$ cat config.mk
export PLATFORM = sky130hd
export DESIGN_NAME = spi_byte_shifter
export DESIGN_NICKNAME = d
export VERILOG_FILES = /design/src/rtl/spi_byte_shifter.sv
export SDC_FILE = /design/constraint.sdc
export NUM_CORES = 1
export LEC_CHECK = 0
export CAP_MARGIN = 40
export CORE_ASPECT_RATIO = 1.4
export CORE_UTILIZATION = 45
export CTS_BUF_LIST = sky130_fd_sc_hd__clkbuf_4 sky130_fd_sc_hd__clkbuf_8
export DETAILED_ROUTE_END_ITERATION = 8
export HOLD_SLACK_MARGIN = 0.06
export PLACE_DENSITY = 0.69
export SLEW_MARGIN = 5
export SYNTH_ARGS = -nofsm -noshare
export SYNTH_HDL_FRONTEND = slang
export SYNTH_SLANG_ARGS = --single-unit
$ cat constraint.sdc
create_clock -name clk -period 2.9 [get_ports clk]
set_input_delay 0.58 -clock clk [delete_from_list [all_inputs] [get_ports clk]]
set_output_delay 0.58 -clock clk [all_outputs]
set_load 0.05 [all_outputs]
$ cat src/rtl/spi_byte_shifter.sv
// SPI mode-0 master shift engine: frames a DATA_WIDTH-bit exchange with cs_n,
// shifts mosi on detected SCK falls and captures miso on SCK rising pulses.
module spi_byte_shifter #(
    parameter int DATA_WIDTH = 8,
    parameter int MSB_FIRST  = 1,
    parameter int CS_GAP     = 4
) (
    input  logic                  clk,
    input  logic                  rst,
    input  logic                  start,
    input  logic [DATA_WIDTH-1:0] tx_data,
    input  logic                  sck,
    input  logic                  sck_rising,
    input  logic                  miso,
    output logic                  sck_en,
    output logic                  spi_sck,
    output logic                  mosi,
    output logic                  cs_n,
    output logic                  busy,
    output logic [DATA_WIDTH-1:0] rx_data,
    output logic                  rx_valid
);
    localparam int CNT_W = $clog2(DATA_WIDTH + 1);
    localparam int GAP_W = $clog2(CS_GAP + 1);
    localparam logic [CNT_W-1:0] LAST_BIT = CNT_W'(DATA_WIDTH);
    localparam logic [GAP_W-1:0] LAST_GAP = GAP_W'(CS_GAP - 1);

    typedef enum logic [2:0] {
        S_IDLE,
        S_SETUP,
        S_XFER,
        S_HOLD,
        S_DONE
    } state_t;

    state_t                state_q, state_d;
    logic [DATA_WIDTH-1:0] tx_shift_q, tx_shift_d;
    logic [DATA_WIDTH-1:0] rx_shift_q, rx_shift_d;
    logic [DATA_WIDTH-1:0] rx_data_q, rx_data_d;
    logic [CNT_W-1:0]      bit_cnt_q, bit_cnt_d;
    logic [GAP_W-1:0]      gap_cnt_q, gap_cnt_d;
    logic                  sck_q, sck_falling;
    logic                  sck_en_q, sck_en_d;
    logic                  mosi_q, mosi_d;
    logic                  cs_n_q, cs_n_d;
    logic                  busy_q, busy_d;
    logic                  rx_valid_q, rx_valid_d;

    assign sck_falling = sck_q & ~sck;

    always_comb begin
        state_d    = state_q;
        tx_shift_d = tx_shift_q;
        rx_shift_d = rx_shift_q;
        rx_data_d  = rx_data_q;
        bit_cnt_d  = bit_cnt_q;
        gap_cnt_d  = gap_cnt_q;
        sck_en_d   = sck_en_q;
        mosi_d     = mosi_q;
        cs_n_d     = cs_n_q;
        rx_valid_d = 1'b0;

        case (state_q)
            S_IDLE: begin
                if (start) begin
                    tx_shift_d = tx_data;
                    bit_cnt_d  = '0;
                    gap_cnt_d  = '0;
                    cs_n_d     = 1'b0;
                    mosi_d     = (MSB_FIRST != 0) ? tx_data[DATA_WIDTH-1] : tx_data[0];
                    state_d    = S_SETUP;
                end
            end
            S_SETUP: begin
                if (gap_cnt_q == LAST_GAP) begin
                    gap_cnt_d = '0;
                    sck_en_d  = 1'b1;
                    state_d   = S_XFER;
                end else begin
                    gap_cnt_d = gap_cnt_q + GAP_W'(1);
                end
            end
            S_XFER: begin
                if (sck_rising) begin
                    rx_shift_d = (MSB_FIRST != 0) ? {rx_shift_q[DATA_WIDTH-2:0], miso}
                                                  : {miso, rx_shift_q[DATA_WIDTH-1:1]};
                    if (bit_cnt_q != LAST_BIT) begin
                        bit_cnt_d = bit_cnt_q + CNT_W'(1);
                    end
                end else if (sck_falling) begin
                    if (bit_cnt_q == LAST_BIT) begin
                        sck_en_d = 1'b0;
                        state_d  = S_HOLD;
                    end else begin
                        // Rotate rather than shift: only the head bit ever reaches mosi.
                        tx_shift_d = (MSB_FIRST != 0)
                                   ? {tx_shift_q[DATA_WIDTH-2:0], tx_shift_q[DATA_WIDTH-1]}
                                   : {tx_shift_q[0], tx_shift_q[DATA_WIDTH-1:1]};
                        mosi_d     = (MSB_FIRST != 0) ? tx_shift_q[DATA_WIDTH-2] : tx_shift_q[1];
                    end
                end
            end
            S_HOLD: begin
                if (gap_cnt_q == LAST_GAP) begin
                    gap_cnt_d = '0;
                    state_d   = S_DONE;
                end else begin
                    gap_cnt_d = gap_cnt_q + GAP_W'(1);
                end
            end
            S_DONE: begin
                rx_data_d  = rx_shift_q;
                rx_valid_d = 1'b1;
                cs_n_d     = 1'b1;
                mosi_d     = 1'b0;
                state_d    = S_IDLE;
            end
            default: state_d = S_IDLE;
        endcase

        busy_d = (state_d != S_IDLE);
    end

    always_ff @(posedge clk) begin
        if (rst) begin
            state_q    <= S_IDLE;
            tx_shift_q <= '0;
            rx_shift_q <= '0;
            rx_data_q  <= '0;
            bit_cnt_q  <= '0;
            gap_cnt_q  <= '0;
            sck_q      <= 1'b0;
            sck_en_q   <= 1'b0;
            mosi_q     <= 1'b0;
            cs_n_q     <= 1'b1;
            busy_q     <= 1'b0;
            rx_valid_q <= 1'b0;
        end else begin
            state_q    <= state_d;
            tx_shift_q <= tx_shift_d;
            rx_shift_q <= rx_shift_d;
            rx_data_q  <= rx_data_d;
            bit_cnt_q  <= bit_cnt_d;
            gap_cnt_q  <= gap_cnt_d;
            sck_q      <= sck;
            sck_en_q   <= sck_en_d;
            mosi_q     <= mosi_d;
            cs_n_q     <= cs_n_d;
            busy_q     <= busy_d;
            rx_valid_q <= rx_valid_d;
        end
    end

    assign spi_sck  = sck;
    assign sck_en   = sck_en_q;
    assign mosi     = mosi_q;
    assign cs_n     = cs_n_q;
    assign busy     = busy_q;
    assign rx_data  = rx_data_q;
    assign rx_valid = rx_valid_q;
endmodule

# ---- Word-level counts from Yosys, hierarchy flattened
# Index checks and enable logic that the tools add are counted.
dict set report classes {
  addsub 2
  n_eq_ne 15
  n_mux 32
  bitwise_logic 2
  n_reduce_logical 15
}
# cell count
set ops {}
lappend ops {{$mux W8} 4}
lappend ops {{$mux W3} 8}
lappend ops {{$ne A2 B2 Y1 const B} 8}
lappend ops {{$pmux W8 S2} 1}
lappend ops {{$reduce_and A5 Y1} 3}
lappend ops {{$mux W4} 3}
lappend ops {{$pmux W3 S4} 1}
lappend ops {{$mux W1} 10}
lappend ops {{$eq A3 B2 Y1 const B} 3}
lappend ops {{$pmux W4 S2} 1}
lappend ops {{$reduce_bool A2 Y1} 4}
lappend ops {{$pmux W3 S2} 1}
lappend ops {{$reduce_and A2 Y1} 3}
lappend ops {{$reduce_bool A3 Y1} 2}
lappend ops {{$add A4 B1 Y4 const B} 1}
lappend ops {{$eq A4 B4 Y1 const B} 1}
lappend ops {{$ne A4 B4 Y1 const B} 1}
lappend ops {{$pmux W1 S2} 2}
lappend ops {{$reduce_and A4 Y1} 1}
lappend ops {{$add A3 B1 Y3 const B} 1}
lappend ops {{$eq A3 B1 Y1 const B} 1}
lappend ops {{$eq A3 B3 Y1 const B} 1}
lappend ops {{$logic_not A3 Y1} 1}
lappend ops {{$pmux W1 S3} 1}
lappend ops {{3 further kinds} 3}
dict set report word_totals {
  reg_bits 40
  input_bits 14
  output_inout_bits 14
  wordCells 78
}

# ---- Longest topological paths before layout
# Gate-level depths: netlist of run 1.
dict set report logic_depth {
  word_depth 6
  ltp_mapped 8
  depth_no_buf 6
}

# ---- Least setup slack after synthesis of run 1
# OpenSTA, ideal clock, no wires.
dict set report synth_path {
  path_type {input to register}
  from {in sck}
  to {reg tx_shift_q[1]}
  setup_time_ps 140
  t_arrival_ps 1432
  required_ps 2760
  slack_ps 1328
  path_stages 6
  path_buffers 2
  cell_sequence {nor3b_1 > nand2b_1 > buf_4 > and2_1 > buf_6 > a211oi_2}
}
dict set report synth_between {
  elab_chain_cells 4
}
# item line_no
set synth_lines {}
lappend synth_lines {{start, declared} 12} ;# input logic sck,
lappend synth_lines {{$not A1 Y1} 49} ;# assign sck_falling = sck_q & ~sck;
lappend synth_lines {{$and A1 B1 Y1} 49}
lappend synth_lines {{$ne A2 B2 Y1 (no source line)} --}
lappend synth_lines {{$reduce_and A5 Y1 (no source line)} --}
lappend synth_lines {{end signal, assigned} 140} ;# tx_shift_q <= tx_shift_d;
lappend synth_lines {{end, declared} 37} ;# logic [DATA_WIDTH-1:0] tx_shift_q, tx_shift_d;
# Every way passes these cells.
# A chain may end at the register's enable or synchronous reset.

# ---- Worst setup path after layout of run 1
dict set report layout_path {
  from {in sck}
  to {out spi_sck}
}
# item line_no
set layout_lines {}
lappend layout_lines {{end, declared} 16} ;# output logic spi_sck,
# No word-level cell between the ends.

==> reports/qor.csv, run 1 <==
metric,value,unit
Critical Path Fanout Max,3,
largest net degree at the start of global routing,39,
"critical path, cell by cell","clkdlybuf4s50_1, clkdlybuf4s50_1",
max-cap violation count,0,
Routed Antenna Nets,0,
Crit-path slowest cell,clkdlybuf4s50_1,
post-route setup slack,441,ps
initial core utilization,0.476,
Syn Inst Count,192,
status,"complete, no violations",
post_cts resized,0,
HPWL after DPL,2610,um
largest family of logic cells by synthesized area,simple AND/OR/NAND/NOR gates,
Post-CTS Hold Fix Bufs,0,
final setup vio count,0,
Initial DRC Count,30,
"Largest delay share family, worst path",buffers and inverters,
"flops & latches, synth",40,
Hold Path Class,reg2reg,
Worst-Margin Slew,538,ps
Final period util,0.848,
Placed Area,0.00200,mm2
die area,0.00414,mm2
GPL Wtd Cong,0.849,
cell mode on critical path,clkdlybuf4s50_1,
Slew HR,0.641,
Layout area overhead,20.9,%
DRT Pass-1 Iters,4,
Syn Area/Cell,9.11,um2
Leak Pwr,0.729,nW
"Req. time, crit path",2320,ps
n_diodes,0,
layout cells sized above 1,0.0977,
library cells used by synthesis,38,
via count,1441,
Nets,231,
xor/xnor share of the synthesized area,0.0150,
Final min period,2460,ps
Setup CP Type,in2out,
simple-gate share of the synthesized area,0.220,
YS warnings,0,
total gr overflow,0,
Rows,26,
"Top FF cell, synth",dfxtp_1,
peak supply drop,0.000454,V
die height,75.8,um
die width,54.7,um
TritonCTS Buffers,5,
RSZ-0062 raised after global routing,false,
crit path DAT,1880,ps
global-route usage over all layers,0.214,
CP bufs+invs,2,
Port Buffers,27,
Clock Pin Slew Worst Setup and Hold Paths,70,ps
Post-synth EDFFs,0,
# Post-CTS Setup Buffers,0,
WL per Instance,14.7,um
"Hold Vio Cnt, Final",0,
initial antenna violation count,0,
hold slack,460,ps
Top Ports,28,
Max Clock Skew,11.4,ps
CTS tree,yes,
Post-Syn Area,0.00175,mm2
final core occ,0.575,
first-pass GRT wire length,6300,um
dpl ws,440,ps
post-synthesis adder-cell area fraction,0.0215,
Root Buffer,clkbuf_8,
Post-Route Setup TNS,0,ps
clk sink count,40,
Compound-Gate Fraction of Synth Area,0.179,
CTS Buffer Depth,2,
CP peak stage delay,810,ps
fraction of registers with async set/reset,0,
H-tree levels,2,
post-layout instance area,0.00211,mm2
Worst Setup End Kind,output port,
vias per inst,5.61,
Peak Freq,407,MHz
DRC,0,
Final Max Slew Viols,0,
crit path launch type,input port,
post-synthesis sequential area ratio,0.458,
Core Footprint,0.00368,mm2
via count of the first global-routing pass,1409,
most frequent cells in the layout,"nand2_1 (40), dfxtp_1 (40), a21oi_1 (27), clkdlybuf4s50_1 (27), mux2i_1 (8)",
"Clk Latency, worst-skew pair",300,ps
Mapped Nets,209,
portion of netlist area occupied by mux cells,0.0522,
Post-Route WL,3770,um
power per cell area,544,mW/mm2
worst min-delay path, stage by stage, from the launching register on:
cell and delay, ps:
dfxtp_1 310, nand2_1 50, a21oi_1 50
through the flow:
stage               instances  power, mW
floorplan                 192      0.665
global placement          249      0.697
detailed placement        249      0.700
CTS                       257       1.16
global route              257       1.19
finish                    257       1.15
power by group:
| part | leakage (nW) | internal, mW | switching (mW) | total, mW |
|---|---|---|---|---|
| sequential | 0.325 | 0.566 | 0.0130 | 0.579 |
| clock | 0.0586 | 0.265 | 0.197 | 0.462 |
| combinational | 0.345 | 0.0490 | 0.0600 | 0.109 |
logic make-up after synthesis:
logic type / count (synthesis)
flops: 40
xor+xnor: 3
simple gates: 74
compound gates: 46
buf+inv: 17
fa+ha+maj: 3
mux: 9
flip-flops by register name (all words and copies together), names as in the netlist:
| name | flops |
|---|---|
| rx_shift_q | 8 |
| cs_n | 1 |
| tx_shift_q | 8 |
| mosi | 1 |
| sck_q | 1 |
| gap_cnt_q | 3 |
| rx_valid | 1 |
| sck_en | 1 |
| state_q | 3 |
| rx_data | 8 |
| busy | 1 |
| bit_cnt_q | 4 |
metal layers:
metal  up-vias  GRT usage  wire length [um]
li1        713          -                 -
met1       678      0.242              1580
met2        42      0.357              1900
met3         8     0.0599               215
met4         0      0.111                80
met5         -          0                 0
cell type report:
cell class | instances | area [um2]
Fill cell | 354 | 1560
Multi-Input combinational cell | 135 | 853
Sequential cell | 40 | 801
Timing Repair Buffer | 29 | 285
Clock buffer | 6 | 76.3
Tap cell | 42 | 52.6
Clock inverter | 2 | 35.0
Inverter | 3 | 11.3
path summary, 6_finish.rpt:
path / end / from / slack, ps / cells past startpoint
worst max-delay path: spi_sck / sck / 440 / 2
worst min register to register: rx_data[0] / rx_data[0] / 460 / 2
worst max register to register: tx_shift_q[4] / state_q[1] / 750 / 5
worst min-delay path: rx_data[0] / rx_data[0] / 460 / 2
cells in the mapped netlist (3+ instances only):
cell type / number / area (um2)
nand2_1: 40 / 150
nor3b_1: 3 / 22.5
dfxtp_1: 40 / 801
nor3_1: 5 / 25.0
a21oi_1: 27 / 135
mux2i_1: 8 / 80.1
xor2_1: 3 / 26.3
nor2_1: 5 / 18.8
buf_4: 6 / 45.0
inv_1: 3 / 11.3
ha_1: 3 / 37.5
clkbuf_1: 6 / 22.5
a211oi_2: 7 / 87.6
nand3_1: 5 / 25.0
nor2b_1: 3 / 18.8
(Power assumes the default switching activity.)
==> inputs of run 2 (changes only) <==
--- a/config.mk
+++ b/config.mk
@@ -11,7 +11,7 @@
 export CTS_BUF_LIST = sky130_fd_sc_hd__clkbuf_4 sky130_fd_sc_hd__clkbuf_8
 export DETAILED_ROUTE_END_ITERATION = 8
 export HOLD_SLACK_MARGIN = 0.06
-export PLACE_DENSITY = 0.69
+export PLACE_DENSITY = 0.72
 export SLEW_MARGIN = 5
 export SYNTH_ARGS = -nofsm -noshare
 export SYNTH_HDL_FRONTEND = slang
==> constraint.sdc (replaced) <==
create_clock -name clk -period 2.1 [get_ports clk]
set_input_delay 0.42 -clock clk [delete_from_list [all_inputs] [get_ports clk]]
set_output_delay 0.42 -clock clk [all_outputs]
set_load 0.05 [all_outputs]
==> reports/qor.csv, run 2 (synthesis results as in run 1) <==
metric,value,unit,change
status,"complete, no violations",,unchanged
initial core utilization,0.476,,unchanged
max-cap violation count,0,,unchanged
"Largest delay share family, worst path",buffers and inverters,,unchanged
post_cts resized,0,,unchanged
via count of the first global-routing pass,1323,,was 1409
Leak Pwr,0.762,nW,was 0.729 nW
RSZ-0062 raised after global routing,false,,unchanged
CTS Buffer Depth,2,,unchanged
Layout area overhead,23.7,%,was 20.9%
most frequent cells in the layout,"nand2_1 (40), dfxtp_1 (40), a21oi_1 (27), clkdlybuf4s50_1 (26), mux2i_1 (8)",,"was nand2_1 (40), dfxtp_1 (40), a21oi_1 (27), clkdlybuf4s50_1 (27), mux2i_1 (8)"
layout cells sized above 1,0.127,,was 0.0977
Post-Route WL,3520,um,was 3770 um
final setup vio count,0,,unchanged
Worst Setup End Kind,output port,,unchanged
Critical Path Stages,1,,was 2
Final period util,0.895,,
power per cell area,690,mW/mm2,was 544 mW/mm2
n_diodes,0,,unchanged
Rows,26,,unchanged
Nets,237,,was 231
via count,1399,,was 1441
Root Buffer,clkbuf_8,,unchanged
CP bufs+invs,1,,was 2
Slew HR,0.636,,was 0.641
# Post-CTS Setup Buffers,0,,unchanged
final core occ,0.588,,was 0.575
vias per inst,5.32,,was 5.61
DRC,0,,unchanged
GPL Wtd Cong,0.794,,was 0.849
Layout fillers,329,,was 354
Post-CTS Hold Fix Bufs,0,,unchanged
CTS tree,yes,,unchanged
Top Ports,28,,unchanged
peak supply drop,0.000609,V,was 0.000454 V
Seq. cell area,801,um2,unchanged
Port Buffers,27,,unchanged
"critical path, cell by cell",clkdlybuf4s50_1,,"was clkdlybuf4s50_1, clkdlybuf4s50_1"
Critical Path Fanout Max,2,,was 3
initial antenna violation count,0,,unchanged
WL per Instance,13.4,um,was 14.7 um
Max Clock Skew,6.79,ps,was 11.4 ps
Clock Pin Slew Worst Setup and Hold Paths,80,ps,was 70 ps
multi-input logic area,853,um2,unchanged
Worst-Margin Slew,546,ps,was 538 ps
hold slack,455,ps,was 460 ps
Crit-path slowest cell,clkdlybuf4s50_1,,unchanged
TritonCTS Buffers,5,,unchanged
"Hold Vio Cnt, Final",0,,unchanged
H-tree levels,2,,unchanged
"Clk Latency, worst-skew pair",300,ps,about the same
Final Max Slew Viols,0,,unchanged
CP peak stage delay,810,ps,about the same
crit path launch type,register,,was input port
Initial DRC Count,45,,was 30
DRT Pass-1 Iters,4,,unchanged
clk sink count,40,,unchanged
Setup CP Type,reg2out,,was in2out
global-route usage over all layers,0.197,,was 0.214
post-layout instance area,0.00216,mm2,was 0.00211 mm2
"Req. time, crit path",1680,ps,was 2320 ps
first-pass GRT wire length,5690,um,was 6300 um
cells on worst reg2reg path,4,,was 5
crit path DAT,1460,ps,was 1880 ps
Final min period,1880,ps,
total gr overflow,0,,unchanged
HPWL after DPL,2390,um,was 2610 um
Placed Area,0.00207,mm2,was 0.00200 mm2
die height,75.8,um,unchanged
Routed Antenna Nets,0,,unchanged
die width,54.7,um,unchanged
Peak Freq,532,MHz,
Post-Route Setup TNS,0,ps,unchanged
Core Footprint,0.00368,mm2,unchanged
Hold Path Class,reg2reg,,unchanged
die area,0.00414,mm2,unchanged
Hold Path Depth,2,,unchanged
largest net degree at the start of global routing,39,,unchanged
-- run 2: cell types whose count changed in the layout (fill, tap and decap cells not counted), sizes merged --
cell,delta
bufinv,-1
clkdlybuf4s50,-1
clkinv,+1
buf,+7
-- run 2: path summary, 6_finish.rpt --
check                           slack, ps     startpoint             to
worst max-delay path                  220     rx_data[3]     rx_data[3]
worst min-delay path                  460  tx_shift_q[7]  tx_shift_q[7]
worst max register to register        370     state_q[1]   bit_cnt_q[0]
worst min register to register        460  tx_shift_q[7]  tx_shift_q[7]
-- run 2: power breakdown --
group          internal, mW  total (mW)  switching [mW]
registers             0.781       0.798          0.0164
clock network         0.262       0.531           0.269
logic                0.0791       0.163          0.0839
total                  1.12        1.49           0.369
-- run 2: layout make-up --
type                       instances  share of cell area
multi-input combinational        135               0.394
inverter                           3             0.00521
tap                               42              0.0243
sequential                        40               0.370
clock inverter                     2             0.00463
clock buffer                       6              0.0382
timing repair buffer              35               0.163
-- run 2: through the flow --
stage / power [mW] / std cells / worst slack (ps)
after global placement: 0.977 / 255 / 182
final: 1.49 / 263 / 221
after CTS: 1.51 / 263 / 215
after global routing: 1.55 / 263 / 185
after floorplan: 0.919 / 192 / 613
after detailed placement: 0.979 / 255 / 147
-- run 2: layer usage --
metal  track usage  part of all wire  vias to the layer above
met5             0                 0                        -
met4         0.108             0.024                        0
met3        0.0599             0.058                        9
met2         0.329              0.47                       38
met1         0.215              0.45                      636
li1              -                 -                      716
==> inputs of run 3 (changes only) <==
--- a/config.mk
+++ b/config.mk
@@ -5,12 +5,13 @@
 export SDC_FILE = /design/constraint.sdc
 export NUM_CORES = 1
 export LEC_CHECK = 0
+export ABC_CLOCK_PERIOD_IN_PS = 2100
 export CAP_MARGIN = 40
 export CORE_ASPECT_RATIO = 1.4
 export CORE_UTILIZATION = 45
 export CTS_BUF_LIST = sky130_fd_sc_hd__clkbuf_4 sky130_fd_sc_hd__clkbuf_8
 export DETAILED_ROUTE_END_ITERATION = 8
-export HOLD_SLACK_MARGIN = 0.06
+export HOLD_SLACK_MARGIN = 0.03
 export PLACE_DENSITY = 0.72
 export SLEW_MARGIN = 5
 export SYNTH_ARGS = -nofsm -noshare
==> results of run 3 <==
The final DEF is identical to that of run 2; final timing and power are the same.
